===== src/rtl/rr_mux_arbiter_4.sv =====
// Round-robin arbiter sharing one 4:1 data mux among four valid/ready
// requesters, feeding a one-entry registered output stage with backpressure.
module rr_mux_arbiter_4 #(
  parameter int W = 4
) (
  input  logic         clk,
  input  logic         rst_n,
  input  logic [3:0]   in_valid,
  input  logic [W-1:0] in_data0,
  input  logic [W-1:0] in_data1,
  input  logic [W-1:0] in_data2,
  input  logic [W-1:0] in_data3,
  output logic [3:0]   in_ready,
  output logic         out_valid,
  output logic [W-1:0] out_data,
  output logic [1:0]   out_src,
  input  logic         out_ready
);

  logic [1:0]   ptr_q, ptr_d;
  logic         vld_q, vld_d;
  logic [W-1:0] data_q, data_d;
  logic [1:0]   src_q, src_d;

  logic         load_en;
  logic         any_req;
  logic         xfer;
  logic [1:0]   win;
  logic [1:0]   idx;
  logic [W-1:0] sel_data;

  assign load_en = !vld_q || out_ready;
  assign any_req = |in_valid;
  assign xfer    = load_en && any_req;

  // Highest offset first so the closest index to ptr overwrites last.
  always_comb begin
    win = 2'd0;
    idx = 2'd0;
    for (int k = 3; k >= 0; k--) begin
      idx = ptr_q + 2'(k);
      if (in_valid[idx]) win = idx;
    end
  end

  always_comb begin
    sel_data = in_data0;
    unique case (win)
      2'd0: sel_data = in_data0;
      2'd1: sel_data = in_data1;
      2'd2: sel_data = in_data2;
      2'd3: sel_data = in_data3;
    endcase
  end

  assign in_ready = xfer ? (4'b0001 << win) : 4'b0000;

  always_comb begin
    ptr_d  = ptr_q;
    vld_d  = vld_q;
    data_d = data_q;
    src_d  = src_q;
    if (xfer) begin
      vld_d  = 1'b1;
      data_d = sel_data;
      src_d  = win;
      ptr_d  = win + 2'd1;
    end else if (load_en) begin
      vld_d  = 1'b0;
    end
  end

  always_ff @(posedge clk or negedge rst_n) begin
    if (!rst_n) begin
      ptr_q  <= 2'd0;
      vld_q  <= 1'b0;
      data_q <= '0;
      src_q  <= 2'd0;
    end else begin
      ptr_q  <= ptr_d;
      vld_q  <= vld_d;
      data_q <= data_d;
      src_q  <= src_d;
    end
  end

  assign out_valid = vld_q;
  assign out_data  = data_q;
  assign out_src   = src_q;

endmodule


===== config.mk =====
export PLATFORM = sky130hd
export DESIGN_NAME = rr_mux_arbiter_4
export DESIGN_NICKNAME = d
export VERILOG_FILES = /design/src/rtl/rr_mux_arbiter_4.sv
export SDC_FILE = /design/constraint.sdc
export NUM_CORES = 1
export LEC_CHECK = 0
export CORE_UTILIZATION = 35
export CTS_CLUSTER_SIZE = 8
export DETAILED_ROUTE_END_ITERATION = 8
export PLACE_DENSITY = 0.74
export SYNTH_ARGS = -nofsm -noshare
export SYNTH_HDL_FRONTEND = slang
export SYNTH_SLANG_ARGS = --single-unit

===== constraint.sdc =====
create_clock -name clk -period 2.3 [get_ports clk]
set_clock_uncertainty 0.15 [all_clocks]
set_input_delay 0.23 -clock clk [delete_from_list [all_inputs] [get_ports clk]]
set_output_delay 0.23 -clock clk [all_outputs]
set_load 0.005 [all_outputs]

After elaboration in Yosys (flattened, before gate mapping)
Cells that the tools add are included.

storage, ports and cells
  register bits after elaboration = 9
  input port bits = 23
  output and inout bits = 11
  logic and storage cells = 38

cells by class
  $add $sub $neg = 4
  order comparisons = 4
  eq/ne operators = 3
  shift-type cells = 1
  multiplexer cells = 16
  reductions and logical operators = 6

operator list
  operator                                                               number
  4-bit one-hot mux with 4 select lines                                  1
  2-bit by 3-bit < comparator with 1-bit output (second input constant)  4
  1-bit binary-select mux with 2-bit select                              4
  2-bit two-way mux                                                      4
  1-bit two-way mux                                                      6
  2-bit by 1-bit adder with 2-bit output (second input constant)         2
  2-bit adder (second input constant)                                    2
  2-bit == test (second input constant)                                  2
  4-bit two-way mux                                                      1
  4-bit OR reduction                                                     1
  1-bit by 2-bit << shifter with 4-bit output (first input constant)     1
  2-bit by 1-bit == test with 1-bit output (second input constant)       1
  2-bit zero test                                                        1
  2-bit nonzero test                                                     1
  1-bit logical AND                                                      1
  1-bit zero test                                                        1
  1-bit logical OR                                                       1

Logic depth before layout (Yosys ltp)
Gate-level depths: netlist of run 1.

  depth in word-level cells = 9
  mapped depth = 7
  gate-level depth less buffers = 7

Worst setup path after synthesis of run 1
Ideal clock, no wire load.

  path type = register to register
  start point = register ptr_q[1]
  end point = register data_q[0] (netlist: out_data[0])
  setup time = 0.125 ns
  arrival time = 1.951 ns
  data required time = 2.025 ns
  slack = 0.074 ns
  stages on the path, launching flop included = 8
  path buffers = 0
  clock period less this slack = 2.226 ns
  cells stage by stage = dfrtp_1 -> mux2i_1 -> nor2_1 -> or3_1 -> ha_1 -> a222oi_1 -> mux2i_1 -> mux2_4

between the ends
  cells in the longest elaborated chain, start to end = 9
  elaborated cells between the ends (all ways) = 20
  classes of those cells = add/sub: 3; eq/ne: 3; mux: 13; reduce/logical: 1

RTL lines
  element                                      RTL line  source
  start, declared                              20        logic [1:0] ptr_q, ptr_d;
  start signal, assigned                       80        ptr_q <= ptr_d;
  2-bit adder                                  41        idx = ptr_q + 2'(k);
  1-bit binary-select mux with 2-bit select    42        if (in_valid[idx]) win = idx;
  1-bit two-way mux (not written as such)      42
  2-bit two-way mux (3 in a row)               42
  2-bit two-way mux (*)                        42
  2-bit == test, or another cell as far along  48        unique case (win)
  4-bit one-hot mux with 4 select lines (*)    48
  end signal, assigned                         82        data_q <= data_d;
  end, declared                                22        logic [W-1:0] data_q, data_d;

Every way passes the cells marked *; elsewhere a longest branch is shown, timed or not. The select of a mux whose other input is x is not followed.
A chain may end at the register's enable or synchronous reset.

Worst setup path in the final report of run 1
  start point = register ptr_q[1]
  end point = register data_q[3] (netlist: out_data[3])

Same word-level chain as after synthesis.

==> qor.csv, run 1 <==
metric;value;unit
status;complete, but fails checks;
violations;negative setup slack;
syn2layout_area_growth;89.0;%
fin_area;1270;sq um
drc_errors;0;
setup_viol;6;
synth_cell_type_count;27;
port_buffers;33;
drv_cap;0;
ff2ff_setup_slack;-0.16;ns
p_leak;0.585;nW
timing.rr.start;ptr_q[1];
path_clk_slew;0.06;ns
arrival;2.47;ns
num_rows;15;
grt_pass1_wl;2900;um
layout_min_cycle_time;2.46;ns
relSlewSlack;73.7;%
ctsHtreeMaxLevel;1;
globalplace.congestion;0.816;
r2r-end;out_data[3];
power.density;775;nW/um^2
slew_violations;0;
hold_class;in -> async;
synth_cells;64;
fin_crit_sh;107;%
ys_seq_area_share;33.5;%
dieArea;2100;sq um
routed_wirelength;2060;um
drtIter0Drc;30;
hold_viol;0;
cp_slowest_cell;dfrtp_2;
grt_use_total;20.1;%
wl_per_cell;14.2;um
firstDrtPassIters;4;
syn-cell-area;672;sq um
avgViaCountPerCell;4.94;
io_pins;34;
vias;717;
setup.worst_path.start;ptr_q[1];
finalPower;0.985;mW
cts_buffers;3;
startpoint_type;register;
critPathRequiredTime;2.30;ns
worstMarginPinSlew;0.394;ns
placed_area;1110;sq um
nets;149;
die_y;45.8;um
fin_hold_ws;0.0972;ns
cts_hold_buf;0;
ys_seq_elements;9;
cp_slowest_stage_delay;0.44;ns
grt_max_degree;10;
cp_max_fo;5;
antenna_found_initial;0;
cts.sinks;9;
setup_tns;-0.484;ns
crit_path_end;out_data[3];
cp-end-kind;register;
cts_tree;done;
hpwl;1420;um
critPathKind;reg -> reg;
irDropWorstVdd;0.000573;V
rsz0062_at_grt;yes;
setup_ws;-0.165;ns
clk_latency;0.27;ns
avgSynthCellArea;10.5;sq um
ys_warn_count;0;
max_freq;0.406;GHz
finalCoreUtilization;72.0;%
syn_nets;92;
n_antenna_cell;0;
clock_path_buffers;2;
postRouteAntennaNets;0;
grt_overflow;0;
fp.coreArea;1760;sq um
start_util;38.1;%
layout-drive-gt1-share;41.7;%
r2r_cells;8;
grt_pass1_vias;660;
die_w;45.8;um
crit_path_cell_trace;mux2i_2 > nor2_2 > or3_4 > buf_6 > ha_4 > a222oi_1 > mux2i_1 > mux2_4;
cts-root-buf;clkbuf_4;
-- cells in the mapped netlist --
master / instances / area, sq um
ha_1: 5 / 62.6
nand2_1: 1 / 3.75
inv_1: 6 / 22.5
nor4_4: 1 / 21.3
or2_1: 1 / 6.26
and2b_1: 1 / 7.51
nand2b_1: 1 / 6.26
dfrtp_1: 9 / 225
nor2_4: 1 / 11.3
nor3_1: 1 / 5.00
and2_2: 4 / 30.0
a221oi_1: 1 / 8.76
or2_2: 1 / 6.26
nor3b_1: 1 / 7.51
mux2_4: 4 / 60.1
o31a_1: 1 / 8.76
mux2i_1: 5 / 50.1
buf_1: 1 / 3.75
o21ai_0: 5 / 25.0
o21bai_1: 1 / 7.51
nor2b_1: 1 / 6.26
o31ai_1: 2 / 15.0
or3_1: 1 / 6.26
or2b_1: 1 / 7.51
a222oi_1: 4 / 40.0
a21oi_1: 2 / 10.0
nor2_1: 2 / 7.51
-- timing repair --
action / 4_1_cts / 5_1_grt
pin swaps: 9 / 5
buffers inserted: 3 / 6
endpoints found under the setup margin: 8 / 8
resized for setup: 24 / 6
-- metal layers --
layer  global-route usage, %  part of all wire, %
met5                       0                    0
met4                    3.53                  1.2
met3                    8.33                  9.7
met2                    34.6                   49
met1                    23.5                   40
-- state kept, by name, indices dropped and copies added (netlist names) --
register	flops
out_data	4
out_src	2
out_valid	1
ptr_q	2
-- cell usage in the layout (no fill, tap or decap), types with 2 or more instances in the layout --
cell type         n
a21oi_2           2
a222oi_1          4
and2_2            4
buf_4            19
clkbuf_4          3
clkdlybuf4s50_1  26
dfrtp_1           8
dlygate4sd2_1     4
ha_1              2
ha_2              2
inv_1             6
mux2_4            4
mux2i_1           4
nor2_2            2
o21ai_0           5
o31ai_1           2
-- report_power, final --
group / internal (mW) / switching [mW]
Clock: 0.0670 / 0.0573
Sequential: 0.219 / 0.0496
Combinational: 0.375 / 0.216
-- worst max-delay path: cells and delay by family (launching register included) --
kind            cells  cell delay [ns]
fa+ha+maj           1             0.16
mux                 3             0.68
flops               1             0.44
buf+inv             1             0.13
simple gates        2             0.41
compound gates      1             0.37
-- logic make-up after synthesis --
family          synth area share, %
compound gates                 17.1
simple gates                   19.7
mux                            16.4
flops                          33.5
buf+inv                        3.91
fa+ha+maj                      9.31
-- through the flow --
| step | worst slack, ns | std cells |
|---|---|---|
| 3_5_place_dp | -0.490 | 132 |
| 3_3_place_gp | -0.383 | 132 |
| 4_1_cts | -0.101 | 139 |
| 5_1_grt | -0.198 | 145 |
| 6_report | -0.165 | 145 |
| 2_1_floorplan | 0.0739 | 64 |
-- worst min-delay path by stage --
stage                      from     endpoint  slack (ns)  cells after the start
floorplan                 rst_n  out_data[0]       -0.22                      0
global placement     out_src[0]   out_src[0]        0.35                      2
detailed placement  out_data[2]  out_data[2]        0.34                      1
CTS                       rst_n   out_src[1]        0.10                      1
global route              rst_n  out_data[1]        0.13                      1
finish                    rst_n  out_data[1]         0.1                      1
-- final cells by class --
| type | instances | area [sq um] |
|---|---|---|
| Multi-Input combinational cell | 48 | 492 |
| Inverter | 6 | 22.5 |
| Timing Repair Buffer | 53 | 472 |
| Fill cell | 143 | 494 |
| Tap cell | 25 | 31.3 |
| Clock buffer | 4 | 26.3 |
| Sequential cell | 9 | 226 |
(Power assumes the default switching activity.)
==> inputs of run 2 (changes only) <==
--- a/config.mk
+++ b/config.mk
@@ -8,7 +8,10 @@
 export CORE_UTILIZATION = 35
 export CTS_CLUSTER_SIZE = 8
 export DETAILED_ROUTE_END_ITERATION = 8
+export GPL_TIMING_DRIVEN = 1
 export PLACE_DENSITY = 0.74
+export SKIP_LAST_GASP = 1
 export SYNTH_ARGS = -nofsm -noshare
 export SYNTH_HDL_FRONTEND = slang
 export SYNTH_SLANG_ARGS = --single-unit
+export TNS_END_PERCENT = 30
==> run 2 against run 1 <==
  * The flow still finishes with violations (negative setup slack)
  * Utilization rose by 0.71 points
  * Combinational power rose by 2%
  * First-iteration DRC count rose by 20%
  * Clock-buffer cell count did not move
  * Maximum frequency fell by 0.60%
  * Via count rose by 2.4%
  * Worst hold slack improved by 0.00095 ns
  * Critical path type unchanged
  * Critical endpoint unchanged
  * Highest routed layer unchanged
==> qor.csv, run 2 (synthesis results as in run 1) <==
metric;value;unit
status;complete, but fails checks;
violations;negative setup slack;
relSlewSlack;72.3;%
crit_path_end;out_data[3];
postRouteAntennaNets;0;
vias;734;
multiInputGateArea;489;sq um
r2r_cells;8;
cts_buffers;3;
cts-root-buf;clkbuf_4;
drtIter0Drc;36;
cp_num_buf_inv;1;
setup_ws;-0.180;ns
drv_cap;0;
port_buffers;33;
num_rows;15;
start_util;38.1;%
cpLargestDelayFamily;multiplexers;
grt_max_degree;10;
cts_hold_buf;0;
cp_max_fo;5;
critPathKind;reg -> reg;
ctsHtreeMaxLevel;1;
layout-drive-gt1-share;40.5;%
fillers;141;
power.density;779;nW/um^2
cp.depth;8;
max_freq;0.403;GHz
pre_cts_ws;-0.490;ns
largest_reg_flops;4;
p_leak;0.600;nW
avgViaCountPerCell;5.03;
clock_path_buffers;2;
dieArea;2100;sq um
routed_wirelength;2070;um
hold_class;in -> async;
final_common_cell;clkdlybuf4s50_1;
startpoint_type;register;
cp_slowest_cell;dfrtp_2;
antenna_found_initial;0;
setup_tns;-0.852;ns
drc_errors;0;
arrival;2.48;ns
ff2ff_setup_slack;-0.18;ns
r2r-end;out_data[3];
wl_per_cell;14.2;um
firstDrtPassIters;6;
grt_overflow;0;
hpwl;1420;um
worstMarginPinSlew;0.415;ns
timing.rr.start;ptr_q[1];
rsz0062_at_grt;yes;
grt_use_total;20.3;%
cp-end-kind;register;
io_pins;34;
critPathRequiredTime;2.30;ns
path_clk_slew;0.06;ns
grt_pass1_vias;674;
mostFrequentLayoutCells;clkdlybuf4s50_1, buf_4, dfrtp_1;
crit_path_cell_trace;mux2i_2 > nor2_2 > or3_4 > buf_6 > ha_4 > a222oi_1 > mux2i_1 > mux2_4;
hold_viol;0;
cts_tree;done;
die_w;45.8;um
syn2layout_area_growth;90.9;%
die_y;45.8;um
cts.sinks;9;
n_antenna_cell;0;
layout_min_cycle_time;2.48;ns
fp.coreArea;1760;sq um
setup.worst_path.start;ptr_q[1];
setup_viol;7;
ff_latch_area;226;sq um
nets;150;
globalplace.congestion;0.816;
cp_slowest_stage_delay;0.45;ns
fin_crit_sh;108;%
slew_violations;0;
irDropWorstVdd;0.000574;V
clk_latency;0.27;ns
grt_pass1_wl;2930;um
==> run 2: worst min path at each step <==
stage	to	slack (ns)	depth (start not counted)
finish	out_data[1]	0.1	1
detailed placement	out_data[2]	0.34	1
floorplan	out_data[0]	-0.22	0
global route	out_data[1]	0.13	1
CTS	out_src[1]	0.10	1
global placement	out_src[0]	0.35	2
==> run 2: layout make-up <==
cell class,instances,area share [%]
Multi-Input combinational cell,48,38.1
Timing Repair Buffer,54,38.0
Sequential cell,9,17.7
Tap cell,25,2.44
Clock buffer,4,2.05
Inverter,6,1.76
==> run 2: metrics by stage <==
| step | instance area, sq um | hold slack (ns) | cells | total power, mW | util (%) |
|---|---|---|---|---|---|
| detailed placement | 1110 | 0.344 | 132 | 0.746 | 63.0 |
| floorplan | 672 | -0.216 | 64 | 0.497 | - |
| CTS | 1210 | 0.104 | 139 | 0.931 | 68.7 |
| global placement | 1110 | 0.352 | 132 | 0.736 | 63.0 |
| finish | 1280 | 0.0982 | 146 | 0.999 | 72.7 |
| global route | 1280 | 0.132 | 146 | 1.07 | 72.7 |
==> run 2: where the power goes <==
group	leakage [nW]	internal [mW]	switching (mW)
registers	0.105	0.219	0.0510
logic	0.480	0.385	0.220
clock network	0.0150	0.0670	0.0571
==> run 2: worst register-to-register path, delay by kind of cell (launching register included) <==
family                     cells  cell delay, ns
DFF                            1            0.45
buffers and inverters          1            0.13
adders and majority gates      1            0.16
and+or+nand+nor                2            0.43
muxes                          3            0.70
AOI/OAI and AO/OA              1            0.35
==> run 2: layer usage <==
layer	routed length (um)	GRT usage, %	up-vias
met1	832	23.5	327
met3	217	8.73	6
met5	0	0	-
li1	-	-	352
met4	43	5.29	0
met2	979	34.0	49
==> run 2: timing repair <==
item                       CTS  global route
pin swaps                    6             6
setup endpoints to repair    8             8
resized for setup           21             6
gates cloned                 0             0
buffers inserted             3             7
==> inputs of run 3 (changes only) <==
--- a/config.mk
+++ b/config.mk
@@ -5,12 +5,14 @@
 export SDC_FILE = /design/constraint.sdc
 export NUM_CORES = 1
 export LEC_CHECK = 0
+export ABC_AREA = 1
 export CORE_UTILIZATION = 35
 export CTS_CLUSTER_SIZE = 8
 export DETAILED_ROUTE_END_ITERATION = 8
 export GPL_TIMING_DRIVEN = 1
-export PLACE_DENSITY = 0.74
+export PLACE_DENSITY = 0.71
 export SKIP_LAST_GASP = 1
+export SLEW_MARGIN = 5
 export SYNTH_ARGS = -nofsm -noshare
 export SYNTH_HDL_FRONTEND = slang
 export SYNTH_SLANG_ARGS = --single-unit
==> run 3 against run 2 <==
  * First-iteration DRC count is 56% lower
  * Via count is 35% higher
  * The run still ends with negative setup slack left
  * Combinational power grew to 3.1 times the previous value
  * Highest routed layer is now met3
  * Critical path type is now reg -> out
==> qor.csv, run 3 <==
metric;value;unit
status;complete, but fails checks;
violations;negative setup slack;
critPathRequiredTime;1.92;ns
die_y;48.8;um
synth.most_common_cell;nand2_1;
cts_hold_buf;0;
pre_cts_ws;-0.399;ns
avgSynthCellArea;5.99;sq um
syn_nets;156;
placedCellCount;199;
synth_edf_count;0;
setup_viol;8;
max_freq;0.422;GHz
p_leak;0.713;nW
ys_seq_elements;9;
io_pins;34;
final_cells;210;
ff_latch_area;228;sq um
power.density;1620;nW/um^2
fillers;165;
syn2layout_area_growth;84.5;%
final_common_cell;nand2_1;
ys_warn_count;0;
layout_min_cycle_time;2.37;ns
irDropWorstVdd;0.000978;V
startpoint_type;register;
die_w;48.8;um
grt_overflow;0;
syn-cell-area;767;sq um
wl_met2;1260;um
clkPwrFrac;5.2;%
layout-drive-gt1-share;32.8;%
arrival;1.99;ns
cp_slowest_stage_delay;0.44;ns
n_antenna_cell;0;
setup_ws;-0.0720;ns
wl_per_cell;10.9;um
ys_seq_area_share;29.4;%
routed_wirelength;2300;um
firstDrtPassIters;4;
rsz0062_at_grt;yes;
grt_pass1_wl;3590;um
antenna_found_initial;0;
highest_layer;met3;
cts.sinks;9;
avgViaCountPerCell;4.72;
port_buffers;33;
clock_path_buffers;2;
hold_viol;0;
sw_frac_of_total;45.7;%
yosys.area.top_type_share;29.4;%
cts_tree;done;
cp-end-kind;primary output;
postRouteAntennaNets;0;
drtIter0Drc;16;
r2r_cells;16;
netSwitchingPower;1.05;mW
critPathKind;reg -> out;
multiInputGateArea;577;sq um
fin_crit_sh;103;%
hold_class;in -> async;
synthArstFlopShare;100;%
pwr-share-comb;81.2;%
path_common_cell;nand2_1;
cts_buffers;3;
setup_tns;-0.175;ns
synth_cells;128;
fp.coreArea;2000;sq um
mostFrequentLayoutCells;nand2_1, clkdlybuf4s50_1, buf_4;
cp_slowest_cell;dfrtp_2;
dieArea;2380;sq um
wirelength_met1;939;um
grt_pass1_vias;915;
synthTopCellsByCount;nand2_1, inv_1, nand3_1, nor2_1, dfrtp_1;
globalplace.congestion;0.814;
synth_cell_type_count;12;
largest_reg_flops;4;
grt_max_degree;11;
wl_met3;100;um
path_clk_slew;0.06;ns
clk_latency;0.25;ns
crit_path_cell_trace;buf_6 > nand2_2 > nand3_1 > nand2_1 > inv_1 > nand2_1 > nand2_1 > nand2_2 > ha_2 > inv_1 > nor2_1 > clkdlybuf4s15_1;
pwr-share-seq;13.6;%
grt_use_total;19.2;%
synth_flop_cell;dfrtp_1;
cp_max_fo;5;
start_util;38.3;%
ys_top_cells_by_area;dfrtp_1, nand2_1, nand3_1;
drc_errors;0;
cts-root-buf;clkbuf_4;
hpwl;1660;um
ctsHtreeMaxLevel;1;
relSlewSlack;74.0;%
nets;212;
vias;992;
worstMarginPinSlew;0.389;ns
slew_violations;0;
num_rows;16;
p_int;1.25;mW
yosysTopAreaCell;dfrtp_1;
drv_cap;0;
run 3: logic make-up after synthesis:
kind of cell    share of synthesized area, %
compound gates                          5.87
buf+inv                                 11.7
simple gates                            44.9
fa+ha+maj                               8.16
flops                                   29.4
run 3: timing repair:
action | 4_1_cts | 5_1_grt
setup buffers | 5 | 2
resized for setup | 37 | 22
pin swaps | 14 | 14
endpoints found under the setup margin | 4 | 8
hold endpoints to repair | 0 | 0
run 3: critical path, delay by kind of cell, from the launching register on:
kind                       cells  cell delay (ns)
buffers and inverters          4             0.44
and+or+nand+nor                7             0.68
DFF                            1             0.44
adders and majority gates      1             0.19
run 3: layout make-up:
type | count | share of cell area (%)
multi-input cells | 99 | 40.8
repair buffers | 53 | 33.4
flip-flops and latches | 9 | 16.1
inverters | 18 | 5.48
well taps | 27 | 2.39
clock buffers | 4 | 1.86
run 3: layer usage:
metal	vias to the layer above	GRT usage, %
li1	507	-
met1	455	20.2
met2	30	39.6
met3	0	3.12
met4	0	2.94
met5	-	0
run 3: per-stage QoR:
stage | hold WS [ns] | area, sq um | utilization [%] | total power [mW]
after floorplan | -0.216 | 767 | - | 1.07
after global placement | 0.317 | 1210 | 60.3 | 1.68
after detailed placement | 0.318 | 1210 | 60.3 | 1.70
after CTS | 0.120 | 1330 | 66.4 | 2.10
after global routing | 0.137 | 1420 | 70.7 | 2.51
final | 0.111 | 1420 | 70.7 | 2.29
run 3: final timing paths:
path,start,to,slack [ns]
worst min-delay path,rst_n,out_data[1],0.11
worst max register to register,ptr_q[0],out_data[1],-0.01
worst max-delay path,ptr_q[0],in_ready[1],-0.07
max in group asynchronous,rst_n,ptr_q[1],1.59
worst min register to register,out_src[0],out_src[0],0.34
min in group clk,out_src[0],out_src[0],0.34
run 3: power groups by stage:
| stage | clock (mW) | combinational (mW) | sequential [mW] |
|---|---|---|---|
| floorplan | 0 | 0.783 | 0.288 |
| global placement | 0 | 1.39 | 0.292 |
| detailed placement | 0 | 1.41 | 0.289 |
| CTS | 0.125 | 1.68 | 0.297 |
| global route | 0.129 | 2.06 | 0.321 |
| finish | 0.119 | 1.86 | 0.312 |
